`src/rtl/gfx_fragment_fifo.sv`:
```
// rtl/gfx_fragment_fifo.sv - elastic fragment queue between rasterizer and pixel renderer
module gfx_fragment_fifo #(
    parameter int point_width     = 16,
    parameter int fifo_depth_log2 = 3
) (
    input  logic                       clk_i,
    input  logic                       rst_i,
    input  logic [point_width-1:0]     target_size_x_i,
    input  logic [point_width-1:0]     target_size_y_i,
    input  logic                       clip_enable_i,
    input  logic [point_width-1:0]     pixel_x_i,
    input  logic [point_width-1:0]     pixel_y_i,
    input  logic [point_width-1:0]     pixel_z_i,
    input  logic                       zbuffer_enable_i,
    input  logic [31:0]                color_i,
    input  logic                       write_i,
    output logic                       ack_o,
    output logic [point_width-1:0]     pixel_x_o,
    output logic [point_width-1:0]     pixel_y_o,
    output logic [point_width-1:0]     pixel_z_o,
    output logic                       zbuffer_enable_o,
    output logic [31:0]                color_o,
    output logic                       write_o,
    input  logic                       ack_i,
    output logic                       full_o,
    output logic [fifo_depth_log2:0]   count_o,
    output logic                       busy_o
);

    localparam int DEPTH   = 1 << fifo_depth_log2;
    localparam int ENTRY_W = 3 * point_width + 1 + 32;
    localparam logic [fifo_depth_log2:0]   CNT_FULL = (fifo_depth_log2 + 1)'(DEPTH);
    localparam logic [fifo_depth_log2:0]   CNT_ONE  = (fifo_depth_log2 + 1)'(1);
    localparam logic [fifo_depth_log2-1:0] PTR_ONE  = fifo_depth_log2'(1);

    typedef enum logic {ST_IDLE, ST_WAIT} state_t;

    state_t                     state_q, state_d;
    logic                       pending_q, pending_d;
    logic                       ack_q;
    logic                       write_o_q, write_o_d;
    logic [fifo_depth_log2-1:0] wptr_q, rptr_q;
    logic [fifo_depth_log2:0]   count_q, count_d;
    logic [ENTRY_W-1:0]         mem_q [0:DEPTH-1];
    logic [ENTRY_W-1:0]         head;
    logic [point_width-1:0]     x_q, y_q, z_q;
    logic                       zen_q;
    logic [31:0]                color_q;
    logic                       full, accept, clipped, push, pop;

    // Full is taken from the registered count, so a same-edge pop never frees a slot early.
    assign full    = (count_q == CNT_FULL);
    assign accept  = (write_i | pending_q) & ~full;
    assign clipped = clip_enable_i &
                     ((pixel_x_i >= target_size_x_i) | (pixel_y_i >= target_size_y_i));
    assign push    = accept & ~clipped;
    assign head    = mem_q[rptr_q];

    always_comb begin
        pending_d = pending_q;
        if (accept)
            pending_d = 1'b0;
        else if (write_i)
            pending_d = 1'b1;
    end

    always_comb begin
        state_d   = state_q;
        write_o_d = 1'b0;
        pop       = 1'b0;
        case (state_q)
            ST_IDLE: begin
                if (count_q != '0) begin
                    pop       = 1'b1;
                    write_o_d = 1'b1;
                    state_d   = ST_WAIT;
                end
            end
            ST_WAIT: begin
                if (ack_i)
                    state_d = ST_IDLE;
            end
        endcase
    end

    always_comb begin
        count_d = count_q;
        case ({push, pop})
            2'b10:   count_d = count_q + CNT_ONE;
            2'b01:   count_d = count_q - CNT_ONE;
            default: count_d = count_q;
        endcase
    end

    always_ff @(posedge clk_i) begin
        if (push)
            mem_q[wptr_q] <= {pixel_x_i, pixel_y_i, pixel_z_i, zbuffer_enable_i, color_i};
    end

    always_ff @(posedge clk_i or posedge rst_i) begin
        if (rst_i) begin
            state_q   <= ST_IDLE;
            pending_q <= 1'b0;
            ack_q     <= 1'b0;
            write_o_q <= 1'b0;
            wptr_q    <= '0;
            rptr_q    <= '0;
            count_q   <= '0;
            x_q       <= '0;
            y_q       <= '0;
            z_q       <= '0;
            zen_q     <= 1'b0;
            color_q   <= '0;
        end else begin
            state_q   <= state_d;
            pending_q <= pending_d;
            ack_q     <= accept;
            write_o_q <= write_o_d;
            count_q   <= count_d;
            if (push)
                wptr_q <= wptr_q + PTR_ONE;
            if (pop) begin
                rptr_q <= rptr_q + PTR_ONE;
                {x_q, y_q, z_q, zen_q, color_q} <= head;
            end
        end
    end

    assign ack_o            = ack_q;
    assign write_o          = write_o_q;
    assign pixel_x_o        = x_q;
    assign pixel_y_o        = y_q;
    assign pixel_z_o        = z_q;
    assign zbuffer_enable_o = zen_q;
    assign color_o          = color_q;
    assign full_o           = full;
    assign count_o          = count_q;
    assign busy_o           = pending_q | (count_q != '0) | (state_q == ST_WAIT);

endmodule

```
`config.mk`:
```
export PLATFORM = sky130hd
export DESIGN_NAME = gfx_fragment_fifo
export DESIGN_NICKNAME = d
export VERILOG_FILES = /design/src/rtl/gfx_fragment_fifo.sv
export SDC_FILE = /design/constraint.sdc
export NUM_CORES = 1
export LEC_CHECK = 0
export BUFFER_PORTS_ARGS = -buffer_cell sky130_fd_sc_hd__buf_2
export CAP_MARGIN = 5
export CORE_UTILIZATION = 50
export DETAILED_ROUTE_END_ITERATION = 10
export HOLD_SLACK_MARGIN = 0.15
export PLACE_DENSITY = 0.67
export SETUP_SLACK_MARGIN = 0.5
export SLEW_MARGIN = 20
export SYNTH_ARGS = -nofsm -noshare
export SYNTH_HDL_FRONTEND = slang
export SYNTH_SLANG_ARGS = --single-unit
```
`constraint.sdc`:
```
create_clock -name clk_i -period 13.2 [get_ports clk_i]
set_input_delay 0 -clock clk_i [delete_from_list [all_inputs] [get_ports clk_i]]
set_output_delay 0 -clock clk_i [all_outputs]
set_load 0.05 [all_outputs]
```
==> run_results.csv <==
group,metric,value,unit
clock_network,clk_latency,590,ps
finish,layout.nets,1867,
min_path,hold_class,"input pin to flip-flop",
place,place_congestion,0.751,
sta,timing.final.ws_setup,8920,ps
floorplan,chipHeight,241,um
synth,syn_area_per_cell,20.6,sq um
sta,rsz0062_at_grt,"false",
finish,multiInputGateArea,6270,sq um
finish,final_util,59.9,%
sta,setup_viol,0,
detailed_routing,vias,14100,
place,pre_cts_slack,8790,ps
global_route,gr-total-overflow,0,
clock_network,root_buffer,"clkbuf_16",
sta,maxSlewHeadroom,31.7,%
clock_network,clkSinkCount,743,
global_route,grt_max_degree,169,
finish,areaGrowthSynthToFinish,18.6,%
setup_path,cp_max_fo,55,
setup_path,cp.arrival,4480,ps
sta,slew_viol_final,0,
floorplan,ios,207,
clock_network,h-tree-depth,3,
setup_path,r2r_setup_slack,9290,ps
floorplan,die_w,241,um
finish,drive_gt1_share,30.0,%
sta,min_period,4280,ps
floorplan,core_area,56400,sq um
synth,synth_cells,1381,
setup_path,critPathCaptureType,"flip-flop",
clock_network,cts_buffer_depth,3,
floorplan,fp-row-count,87,
setup_path,crit_type,"input pin to flip-flop",
detailed_routing,antenna_left,0,
sta,min_period_over_period,32.4,%
detailed_routing,drt-wirelength-per-cell,23.3,um
finish,fillCellCount,4139,
sta,fin_hold_ws,202,ps
place,dp_hpwl,31700,um
synth,syn_area,28500,sq um
synth,synth_cell_type_count,42,
power_and_ir_drop,cellLeakagePower,11.8,nW
detailed_routing,drc_errors,0,
clock_network,cts_made_buffers,75,
sta,fin_skew,20.7,ps
clock_network,clkSlewWorstSetupHoldPaths,60,ps
run,drv_cap,0,
sta,tightestPinTransition,1020,ps
synth,ys_seq_area_share,76.6,%
global_route,grt_pass1_wl,88600,um
place,placed_area,30400,sq um
floorplan,initial_core_util,50.5,%
sta,final-hold-violation-count,0,
power_and_ir_drop,finalPower,7.50,mW
detailed_routing,drtPass1Iterations,5,
place,numPortBuffers,206,
setup_path,worstPathRequired,13400,ps
global_route,grtUsageTotal,21.0,%
synth,syn_nets,1536,
detailed_routing,routed_via_density,5.57,
floorplan,dieArea,57900,sq um
sta,max_freq,234,MHz
sta,setup_tns,0,ps
clock_network,cts_resized,0,
detailed_routing,routed_wirelength,59000,um
power_and_ir_drop,power_density,222,nW/um^2
clock_network,cts_tree,"done",
run_status,status,"finished clean",
global_route,grt_pass1_vias,14700,
finish,fin_area,33800,sq um
power_and_ir_drop,irDropWorstVdd,0.201,mV
detailed_routing,drt-initial-drc-count,921,
global_route,antenna_found_initial,2,
place,placedCellCount,2304,
synth,synth_warnings,0,
finish,final_common_cell,"edfxtp_1",
setup_path,cp-start-kind,"input pin",
finish,seqCellArea,21800,sq um
finish,layout_common_cells,"edfxtp_1, buf_2, mux4_2",
synth,ys_ff_latch,743,
finish,final-instance-count-excl-fill,2529,
## Yosys cell counts (all sizes together)
library cell / number / share of area, %
nand4: 1 / 0.022
a2111oi: 1 / 0.031
nor3: 4 / 0.070
a22oi: 2 / 0.053
and4b: 1 / 0.035
o311ai: 1 / 0.031
a211oi: 1 / 0.026
nand2b: 1 / 0.022
a211o: 1 / 0.035
nor4: 4 / 0.088
clkbuf: 25 / 0.33
nand3: 1 / 0.018
mux4: 162 / 13
nand2: 15 / 0.20
o21ai: 8 / 0.15
mux2: 3 / 0.12
nor3b: 1 / 0.026
or4: 2 / 0.057
nand3b: 2 / 0.053
o2111a: 1 / 0.044
or4b: 1 / 0.048
nor4b: 3 / 0.092
xnor2: 3 / 0.092
nor2: 92 / 1.2
inv: 36 / 0.47
o31ai: 1 / 0.026
o2111ai: 1 / 0.031
xor2: 5 / 0.15
buf: 41 / 0.75
dfrtp: 95 / 8.3
ha: 37 / 1.6
nor2b: 2 / 0.044
mux2i: 81 / 2.8
a21oi: 95 / 1.7
edfxtp: 648 / 68
or3: 1 / 0.022
a21o: 2 / 0.053
## area by class of cell
type                    count  area share (%)
well taps                 756            2.80
inverters                  36           0.407
repair buffers            320            6.27
multi-input cells         536            18.5
clock buffers              98            6.11
diodes                      1         0.00741
flip-flops and latches    743            64.7
clock inverters            39            1.20
## repair_timing
action / CTS / global route
hold buffers: 87 / 0
endpoints found under the hold margin: 695 / 0
buffers inserted: 0 / 0
## logic make-up after synthesis
logic type | synth area share (%)
compound gates | 2.16
xor+xnor | 0.246
fa+ha+maj | 1.62
buf+inv | 1.55
flops | 76.6
mux | 15.8
simple gates | 2.01
## path summary, 6_finish.rpt
kind,start,to,cells after the start
setup / recovery,pixel_y_i[0],mem_q[7][30],11
hold reg to reg,count_o[3],count_o[3],1
max in group asynchronous,rst_i,pixel_x_o[10],5
hold / removal,target_size_y_i[11],wptr_q[2],8
min in group asynchronous,rst_i,color_o[22],4
setup reg to reg,count_o[1],mem_q[7][30],7
## critical path, cell delays in order
cell and delay (ps):
dlygate4sd3_1 540, buf_2 190, inv_1 60, ha_1 260, nand2b_1 140, a2111oi_0 760, or4_1 280, o2111a_2 270
a21oi_2 190, nor3b_2 810, buf_4 910
## registers in the layout (all words and copies together) (netlist names)
signal            flops
mem_q               648
color_o              32
pixel_x_o            16
pixel_y_o            16
pixel_z_o            16
count_o               4
rptr_q                3
wptr_q                3
ack_o                 1
pending_q             1
state_q               1
write_o               1
zbuffer_enable_o      1
## where the power goes
part | internal [mW] | leakage [nW] | switching [mW]
clock network | 1.26 | 1.22 | 0.855
logic | 0.861 | 3.71 | 1.34
registers | 2.95 | 6.92 | 0.238
## metal layers
layer | track usage [%] | wire (um)
met1 | 28.3 | 24600
met2 | 35.4 | 30200
met3 | 2.81 | 2810
met4 | 7.10 | 1410
met5 | 0 | 11
Power figures use the tool's default switching activity.
